===== config.mk =====
export PLATFORM = sky130hd
export DESIGN_NAME = pipelined_control_unit
export DESIGN_NICKNAME = d
export VERILOG_FILES = /design/src/rtl/pipelined_control_unit.sv
export SDC_FILE = /design/constraint.sdc
export NUM_CORES = 1
export LEC_CHECK = 0
export ABC_AREA = 1
export CAP_MARGIN = 20
export CORE_MARGIN = 2
export CORE_UTILIZATION = 40
export CTS_BUF_LIST = sky130_fd_sc_hd__clkbuf_4
export DETAILED_ROUTE_END_ITERATION = 16
export DONT_BUFFER_PORTS = 1
export PLACE_DENSITY = 0.51
export SLEW_MARGIN = 20
export SYNTH_ARGS = -nofsm -noshare
export SYNTH_HDL_FRONTEND = slang
export SYNTH_SLANG_ARGS = --single-unit

===== constraint.sdc =====
create_clock -name clk -period 2.2 [get_ports clk]
set_input_delay 0.44 -clock clk [delete_from_list [all_inputs] [get_ports clk]]
set_output_delay 0.44 -clock clk [all_outputs]
set_load 0.02 [all_outputs]

===== src/rtl/pipelined_control_unit.sv =====
// Hazard-aware control unit for the 5-stage 16-bit core: decodes in D, carries the control bundle
// through E/M/W, resolves branches in E and drives stall/flush. Define CU_FORWARDING_EN for forwarding selects.
module pipelined_control_unit #(
    parameter int INSTR_W = 16,
    parameter int OP_W    = 4,
    parameter int REG_W   = 4
) (
    input  logic               clk,
    input  logic               reset,
    input  logic [INSTR_W-1:0] instr_d,
    input  logic               zero_flag,
    input  logic               ge_flag,
    output logic               reg_write_w,
    output logic [1:0]         result_src_w,
    output logic               mem_write_m,
    output logic [2:0]         alu_ctrl_e,
    output logic               alu_src_e,
    output logic               flags_we_e,
    output logic               pc_src_e,
    output logic [REG_W-1:0]   rd_e,
    output logic [REG_W-1:0]   rd_m,
    output logic [REG_W-1:0]   rd_w,
    output logic               stall_f,
    output logic               stall_d,
    output logic               flush_d,
    output logic               flush_e,
    output logic               illegal_d
`ifdef CU_FORWARDING_EN
    ,
    output logic [1:0]         forward_a_e,
    output logic [1:0]         forward_b_e
`endif
);

    typedef struct packed {
        logic             reg_write;
        logic [1:0]       result_src;
        logic             mem_write;
        logic [2:0]       alu_ctrl;
        logic             alu_src;
        logic             flags_we;
        logic             jump;
        logic             beq;
        logic             bge;
        logic [REG_W-1:0] rd;
    } ctrl_t;

    logic [OP_W-1:0]  op;
    logic [REG_W-1:0] rd_f;
    logic [REG_W-1:0] rm_f;
    logic [REG_W-1:0] rn_f;
    logic             imm_f;

    assign op    = instr_d[INSTR_W-1 -: OP_W];
    assign rd_f  = instr_d[INSTR_W-OP_W-1 -: REG_W];
    assign rm_f  = instr_d[2*REG_W-1 -: REG_W];
    assign rn_f  = instr_d[REG_W-1:0];
    assign imm_f = instr_d[0];

    // D is invalid for one cycle after a flush zeroed the F/D register
    logic             d_valid_reg;
    ctrl_t            dec;
    logic [1:0]       src_use;
    logic [REG_W-1:0] src_reg [2];

    ctrl_t            e_reg;
    logic             m_reg_write_reg;
    logic [1:0]       m_result_src_reg;
    logic             m_mem_write_reg;
    logic [REG_W-1:0] m_rd_reg;
    logic             w_reg_write_reg;
    logic [1:0]       w_result_src_reg;
    logic [REG_W-1:0] w_rd_reg;

    logic             hazard;
    genvar            gi;

    always_comb begin
        dec        = '0;
        src_use    = '0;
        src_reg[0] = '0;
        src_reg[1] = '0;
        if (d_valid_reg) begin
            dec.rd = rd_f;
            case (op)
                4'h0, 4'h1, 4'h2, 4'h3, 4'h4: begin
                    dec.reg_write = 1'b1;
                    dec.alu_ctrl  = op[2:0];
                    src_use       = 2'b11;
                    src_reg[0]    = rm_f;
                    src_reg[1]    = rn_f;
                end
                4'h5: begin
                    dec.flags_we = 1'b1;
                    dec.alu_ctrl = 3'b001;
                    dec.alu_src  = imm_f;
                    src_use[0]   = ~imm_f;
                    src_reg[0]   = rm_f;
                end
                4'h6: begin
                    dec.reg_write = 1'b1;
                    dec.alu_ctrl  = 3'b101;
                    dec.alu_src   = imm_f;
                    src_use[0]    = ~imm_f;
                    src_reg[0]    = rm_f;
                end
                4'h7: begin
                    dec.reg_write  = 1'b1;
                    dec.result_src = 2'b01;
                    dec.alu_ctrl   = 3'b110;
                    src_use[0]     = 1'b1;
                    src_reg[0]     = rm_f;
                end
                4'h8: begin
                    // a store also reads its data register from the rd field
                    dec.mem_write = 1'b1;
                    dec.alu_ctrl  = 3'b110;
                    src_use       = 2'b11;
                    src_reg[0]    = rm_f;
                    src_reg[1]    = rd_f;
                end
                4'h9:    dec.jump = 1'b1;
                4'hA:    dec.beq  = 1'b1;
                4'hB:    dec.bge  = 1'b1;
                default: ;
            endcase
        end
    end

    assign illegal_d = d_valid_reg && (op >= OP_W'(13));
    assign pc_src_e  = e_reg.jump | (e_reg.beq & zero_flag) | (e_reg.bge & ge_flag);

`ifdef CU_FORWARDING_EN
    logic [1:0]       ld_hit;
    logic [1:0]       use_e_reg;
    logic [REG_W-1:0] src_e_reg [2];
    logic [1:0][1:0]  fwd;

    for (gi = 0; gi < 2; gi++) begin : g_hazard
        assign ld_hit[gi] = src_use[gi] && (src_reg[gi] == e_reg.rd);
        assign fwd[gi] = (use_e_reg[gi] && m_reg_write_reg && (m_rd_reg == src_e_reg[gi])) ? 2'b10 :
                         (use_e_reg[gi] && w_reg_write_reg && (w_rd_reg == src_e_reg[gi])) ? 2'b01 :
                         2'b00;
    end

    assign hazard      = d_valid_reg && (e_reg.result_src == 2'b01) && (|ld_hit);
    assign forward_a_e = fwd[0];
    assign forward_b_e = fwd[1];
`else
    logic [1:0] e_hit;
    logic [1:0] m_hit;

    for (gi = 0; gi < 2; gi++) begin : g_hazard
        assign e_hit[gi] = src_use[gi] && e_reg.reg_write && (src_reg[gi] == e_reg.rd);
        assign m_hit[gi] = src_use[gi] && m_reg_write_reg && (src_reg[gi] == m_rd_reg);
    end

    assign hazard = d_valid_reg && ((|e_hit) || (|m_hit));
`endif

    // a taken branch kills the D instruction, so it wins over any stall
    assign stall_f = hazard & ~pc_src_e;
    assign stall_d = hazard & ~pc_src_e;
    assign flush_d = pc_src_e;
    assign flush_e = pc_src_e | hazard;

    always_ff @(posedge clk) begin
        if (reset) begin
            d_valid_reg      <= 1'b1;
            e_reg            <= '0;
            m_reg_write_reg  <= 1'b0;
            m_result_src_reg <= 2'b00;
            m_mem_write_reg  <= 1'b0;
            m_rd_reg         <= '0;
            w_reg_write_reg  <= 1'b0;
            w_result_src_reg <= 2'b00;
            w_rd_reg         <= '0;
`ifdef CU_FORWARDING_EN
            use_e_reg        <= '0;
            src_e_reg[0]     <= '0;
            src_e_reg[1]     <= '0;
`endif
        end else begin
            if (flush_d)
                d_valid_reg <= 1'b0;
            else if (!stall_d)
                d_valid_reg <= 1'b1;
            e_reg            <= flush_e ? '0 : dec;
            m_reg_write_reg  <= e_reg.reg_write;
            m_result_src_reg <= e_reg.result_src;
            m_mem_write_reg  <= e_reg.mem_write;
            m_rd_reg         <= e_reg.rd;
            w_reg_write_reg  <= m_reg_write_reg;
            w_result_src_reg <= m_result_src_reg;
            w_rd_reg         <= m_rd_reg;
`ifdef CU_FORWARDING_EN
            use_e_reg        <= flush_e ? 2'b00 : src_use;
            src_e_reg[0]     <= src_reg[0];
            src_e_reg[1]     <= src_reg[1];
`endif
        end
    end

    assign alu_ctrl_e   = e_reg.alu_ctrl;
    assign alu_src_e    = e_reg.alu_src;
    assign flags_we_e   = e_reg.flags_we;
    assign rd_e         = e_reg.rd;
    assign mem_write_m  = m_mem_write_reg;
    assign rd_m         = m_rd_reg;
    assign reg_write_w  = w_reg_write_reg;
    assign result_src_w = w_result_src_reg;
    assign rd_w         = w_rd_reg;

endmodule

==> results of run 1 <==
metal layers:
layer / global-route usage / routed length (um) / vias to the layer above / share of wire
li1: - / - / 720 / -
met5: 0 / 0 / - / 0
met4: 0.0729 / 59 / 0 / 0.017
met2: 0.253 / 1530 / 33 / 0.44
met3: 0.0719 / 266 / 6 / 0.076
met1: 0.230 / 1630 / 582 / 0.47
Yosys cell counts, types with 2 or more instances:
cell type,n
nand3_1,17
inv_1,34
nor2_1,41
nor2_2,10
dfxtp_1,29
buf_4,10
a21oi_1,3
nand2_1,76
nand2_2,4
nor2_4,2
critical path, delay by kind of cell:
family	cells	cell delay, ns
buf+inv	1	0.10
simple gates	11	1.18
power groups by stage:
stage / Sequential (W) / Combinational, W / Clock [W]
2_1_floorplan: 0.000576 / 0.000166 / 0
3_3_place_gp: 0.000577 / 0.000204 / 0
3_5_place_dp: 0.000576 / 0.000202 / 0
4_1_cts: 0.000565 / 0.000211 / 0.000452
5_1_grt: 0.000567 / 0.000251 / 0.000473
6_report: 0.000564 / 0.000225 / 0.000437
cell type report:
cell class | count | area, um^2 | area share
multi-input combinational | 161 | 811 | 0.446
clock inverter | 3 | 41.3 | 0.0227
clock buffer | 5 | 37.5 | 0.0207
sequential | 29 | 582 | 0.320
timing repair buffer | 19 | 150 | 0.0826
inverter | 35 | 135 | 0.0744
tap | 48 | 60.1 | 0.0331
worst max-delay path by stage:
stage,from,to,slack [ns]
after detailed placement,instr_d[14],stall_f,0.006
after global routing,instr_d[14],stall_d,-0.09
after CTS,d_valid_reg,stall_f,-0.01
after global placement,instr_d[14],stall_d,0.02
final,instr_d[14],stall_d,0.04
after floorplan,instr_d[12],stall_f,0.05
per-stage QoR:
step / hold slack, ns / util / TNS (ns) / instance area, um^2
after global routing: 0.137 / 0.496 / -0.225 / 1820
after detailed placement: 0.394 / 0.443 / 0 / 1620
after CTS: 0.145 / 0.473 / -0.0192 / 1730
final: 0.165 / 0.496 / 0 / 1820
after floorplan: 0.388 / - / 0 / 1530
after global placement: 0.389 / 0.443 / 0 / 1620
placed cells by master, fill, tap and decap left out, types with 2 or more instances in the layout:
cell type	netlist	routed
a21oi_1	3	2
buf_4	10	17
buf_6	1	2
clkbuf_4	0	5
clkinvlp_4	0	2
dfxtp_1	29	28
inv_1	34	31
inv_2	1	3
nand2_1	76	60
nand2_2	4	18
nand2_4	1	3
nand3_1	17	16
nor2_1	41	30
nor2_2	10	19
nor2_4	2	4
repair_timing:
action / 4_1_cts / 5_1_grt
endpoints found under the hold margin: 0 / 0
pin swaps: 10 / 20
hold buffers: 0 / 0
buffers inserted: 0 / 2
resized for setup: 13 / 24
setup endpoints to repair: 3 / 3
cell families (layout without fill, tap and decap cells):
kind of cell	count (synthesis)	in the layout	share of synthesized area
AOI/OAI and AO/OA	6	6	0.0222
buffers and inverters	48	62	0.149
DFF	29	29	0.382
and+or+nand+nor	154	154	0.445
other	1	1	0.00246
==> flow_summary.json, run 1 <==
{
  "yosysUniqueCellTypes": 22,
  "cpMostUsedCell": "nand2_1",
  "vias_per_cell": 4.47,
  "grt_start_max_net_pins": 16,
  "antenna_found_initial": 0,
  "num_io_pins": 47,
  "outcome": "finished, final reports clean",
  "swShare": 0.297,
  "yosys_register_bits": 29,
  "power.switching_w": 0.000365,
  "drc": 0,
  "cts_tree": "yes",
  "numCtsBuffers": 5,
  "ant_nets": 0,
  "grt_pass1_vias": 1206,
  "worstHoldStart": "reset",
  "synth_warnings": 0,
  "path_class": "in -> out",
  "core_area_mm2": 0.00366,
  "synth_area_mm2": 0.00152,
  "drive_gt1_frac": 0.313,
  "critPathSlowestCell": "nor2_4",
  "finalHoldViolCount": 0,
  "arrival_ns": 1.72,
  "synth_fp_nets": 258,
  "grt_setup_unrepaired": "true",
  "max_cap_violations": 0,
  "wl_per_cell_um": 11.6,
  "die_area_mm2": 0.00431,
  "syn_to_final_growth_pct": 19.4,
  "h-tree-depth": 2,
  "min_period_ns": 2.16,
  "dpl_worst_slack_ns": 0.00578,
  "dr.pass1.iters": 4,
  "rr_startpoint": "d_valid_reg",
  "finClkSkew_ns": 0.00994,
  "routabilityCongestion": 0.831,
  "detailed_place_hpwl_um": 2600,
  "dp.cells": 290,
  "cts_sinks": 29,
  "clockBufferDepth": 2,
  "grt_use_total": 0.175,
  "synth_top_area_frac": 0.382,
  "comb_power_share": 0.183,
  "fp.dieH_um": 65.7,
  "grt_pass1_wl_um": 5510,
  "r2r_slack_ns": 0.40,
  "clk_pin_slew_worst_paths_ns": 0.10,
  "initial_core_util": 0.416,
  "drt_iter0_drc": 48,
  "final_cells": 300,
  "synth_edf_count": 0,
  "fmax_ghz": 0.464,
  "synth_ff_type": "dfxtp_1",
  "synth_area_leaders": "dfxtp_1 (38%), nand2_1 (19%), nor2_1 (10%)",
  "syn_inst": 238,
  "fin_total_pwr_w": 0.00123,
  "setup_violations": 0,
  "endpoint_kind": "output port",
  "avgSynthCellArea_um2": 6.39,
  "synthArstFlopShare": 0,
  "final_max_slew_viol_count": 0,
  "p_leak_nw": 0.883,
  "insertion_delay_ns": 0.34,
  "cts-root-buf": "clkbuf_4",
  "hp-class": "in -> reg",
  "largest_reg_flops": 6,
  "io_buffers": 0,
  "max-vdd-ir-drop_mv": 0.342,
  "setup_ws_ns": 0.0442,
  "die_x_um": 65.7,
  "crit_path_max_fanout": 4,
  "nets": 271,
  "r2r-end": "alu_ctrl_e[0]",
  "p_seq_frac": 0.460,
  "clock_power_share": 0.357,
  "fin_crit_sh": 0.980,
  "required_ns": 1.76,
  "fillerInstances": 385,
  "r2r_cells": 13,
  "hold_path_end": "result_src_w[0]",
  "overflow": 0,
  "cpPeakStageDelay_ns": 0.22,
  "whs_path_depth": 1,
  "wirelength_um": 3490,
  "ys_seq_area_frac": 0.382,
  "num_vias": 1341,
  "n_antenna_cell": 0,
  "intPower_w": 0.000861,
  "p_per_area_mw_per_mm2": 675,
  "crit_chain": "clkinvlp_4 > nor2_2 > nand2_1 > nor2_2 > nand2_1 > nand3_2 > nand2_1 > nor2_1 > nand3_1 > nand2_2 > nor2_4 > nor2_4",
  "rows": 22,
  "synth_top_area_cell": "dfxtp_1",
  "start_kind": "primary input"
}
No activity file was read; power rests on OpenSTA's default activity.
==> run 2, diff against run 1 <==
--- a/config.mk
+++ b/config.mk
@@ -8,11 +8,11 @@
 export ABC_AREA = 1
 export CAP_MARGIN = 20
 export CORE_MARGIN = 2
-export CORE_UTILIZATION = 40
+export CORE_UTILIZATION = 54
 export CTS_BUF_LIST = sky130_fd_sc_hd__clkbuf_4
 export DETAILED_ROUTE_END_ITERATION = 16
 export DONT_BUFFER_PORTS = 1
-export PLACE_DENSITY = 0.51
+export PLACE_DENSITY = 0.66
 export SLEW_MARGIN = 20
 export SYNTH_ARGS = -nofsm -noshare
 export SYNTH_HDL_FRONTEND = slang
==> flow_summary.json, run 2 (synthesis gave the netlist of run 1 again) <==
{
  "outcome": "complete, but fails checks",
  "failed_checks": "negative setup slack",
  "r2r-end": "rd_e[1]",
  "num_vias": 1407,
  "dp.cells": 271,
  "finClkSkew_ns": 0.0175,
  "cts-root-buf": "clkbuf_4",
  "start_kind": "primary input",
  "grt.busiest_layer": "met2",
  "insertion_delay_ns": 0.33,
  "detailed_place_hpwl_um": 2520,
  "fillerInstances": 268,
  "io_buffers": 0,
  "clk_pin_slew_worst_paths_ns": 0.09,
  "routabilityCongestion": 0.887,
  "wirelength_um": 3350,
  "p_seq_frac": 0.471,
  "initial_core_util": 0.561,
  "fin_total_pwr_w": 0.00120,
  "rr_startpoint": "d_valid_reg",
  "crit_path_max_fanout": 4,
  "max_cap_violations": 0,
  "nets": 269,
  "fin_crit_sh": 1.00,
  "worstHoldStart": "reset",
  "rows": 19,
  "drive_gt1_frac": 0.260,
  "r2r_cells": 13,
  "ant_nets": 0,
  "syn_to_final_growth_pct": 15.0,
  "overflow": 0,
  "multi_input_area_um2": 783,
  "p_leak_nw": 0.867,
  "finalHoldViolCount": 0,
  "fmax_ghz": 0.454,
  "r2r_slack_ns": 0.48,
  "swShare": 0.289,
  "n_antenna_cell": 0,
  "wl_per_cell_um": 11.9,
  "power.switching_w": 0.000347,
  "final_cells": 281,
  "grtUsageMet3": 0.0907,
  "grt_pass1_vias": 1258,
  "grt_use_total": 0.223,
  "setup_ws_ns": -0.00171,
  "grt_setup_unrepaired": "true",
  "clock_power_share": 0.352,
  "cts_tree": "yes",
  "p_per_area_mw_per_mm2": 688,
  "endpoint_kind": "output port",
  "place_area_mm2": 0.00159,
  "final_common_cell": "nand2_1",
  "met1_usage": 0.281,
  "die_x_um": 57.1,
  "clockBufferDepth": 2,
  "cts_sinks": 29,
  "dr.pass1.iters": 4,
  "hp-class": "in -> reg",
  "antenna_found_initial": 0,
  "largest_reg_flops": 6,
  "path_class": "in -> out",
  "design_area_mm2": 0.00175,
  "numCtsBuffers": 5,
  "regArea_um2": 582,
  "comb_power_share": 0.178,
  "setup_violations": 2,
  "required_ns": 1.76,
  "max-vdd-ir-drop_mv": 0.773,
  "drt_iter0_drc": 53,
  "hold_path_end": "rd_w[2]",
  "arrival_ns": 1.76,
  "use_met2": 0.335,
  "h-tree-depth": 2,
  "num_io_pins": 47,
  "mostFrequentLayoutCells": "nand2_1 (64), nor2_1 (35), inv_1 (33)",
  "ctsHoldBuffers": 0,
  "die_area_mm2": 0.00326,
  "vias_per_cell": 5.01,
  "drc": 0,
  "fp.dieH_um": 57.1,
  "whs_path_depth": 1,
  "grt_pass1_wl_um": 5530,
  "core_area_mm2": 0.00271,
  "setup.worst_path.start": "instr_d[14]",
  "final_max_slew_viol_count": 0,
  "dpl_worst_slack_ns": 0.0115,
  "intPower_w": 0.000856,
  "min_period_ns": 2.20,
  "grt_start_max_net_pins": 16
}
run 2: cell count changes in the layout (fill, tap and decap cells not counted), moves of 2 or more:
cell | before | now
inv_2 | 3 | 1
nor2_2 | 19 | 14
nand2_1 | 60 | 64
nor2_1 | 30 | 35
nand2_2 | 18 | 14
inv_1 | 31 | 33
run 2: power by group through the flow:
| stage | registers, W | logic, W | clock network, W |
|---|---|---|---|
| after global placement | 0.000578 | 0.000193 | 0 |
| after CTS | 0.000566 | 0.000204 | 0.000430 |
| after floorplan | 0.000576 | 0.000166 | 0 |
| after detailed placement | 0.000578 | 0.000196 | 0 |
| final | 0.000566 | 0.000214 | 0.000423 |
| after global routing | 0.000569 | 0.000240 | 0.000460 |
run 2: timing repair:
item                                   CTS  global route
cloned                                   0             0
setup endpoints to repair                3             3
buffers inserted                         1             1
pin swaps                                8             9
endpoints found under the hold margin    0             0
gates resized for setup                  9            15
run 2: per-layer routing:
metal	up-vias	routed length, um
li1	715	-
met5	-	0
met4	0	59
met3	6	373
met2	66	1530
met1	620	1390
run 2: layout make-up:
type	count	area share
Clock inverter	3	0.0236
Timing Repair Buffer	17	0.0751
Multi-Input combinational cell	161	0.448
Clock buffer	5	0.0215
Tap cell	31	0.0222
Sequential cell	29	0.333
Inverter	35	0.0773
run 2: worst max path at each step:
stage / endpoint / depth (start not counted)
finish: stall_f / 12
global route: stall_f / 12
CTS: stall_f / 11
detailed placement: stall_f / 13
global placement: stall_d / 13
floorplan: stall_f / 12
run 2: worst max-delay path: stages:
cell and delay (ns):
clkinvlp_4 0.10, nor2_2 0.14, nand2_1 0.09, nor2_1 0.18
nand2_1 0.09, nand3_1 0.08, nand2_1 0.07, nor2_1 0.09
nand3_1 0.09, nand2_2 0.10, nor2_4 0.05, nor2_4 0.23
run 2: through the flow:
| step | hold WS, ns | setup TNS (ns) | utilization |
|---|---|---|---|
| 4_1_cts | 0.161 | 0 | 0.626 |
| 3_5_place_dp | 0.402 | 0 | 0.585 |
| 3_3_place_gp | 0.389 | 0 | 0.585 |
| 2_1_floorplan | 0.388 | 0 | - |
| 5_1_grt | 0.141 | -0.370 | 0.645 |
| 6_report | 0.174 | -0.00321 | 0.645 |
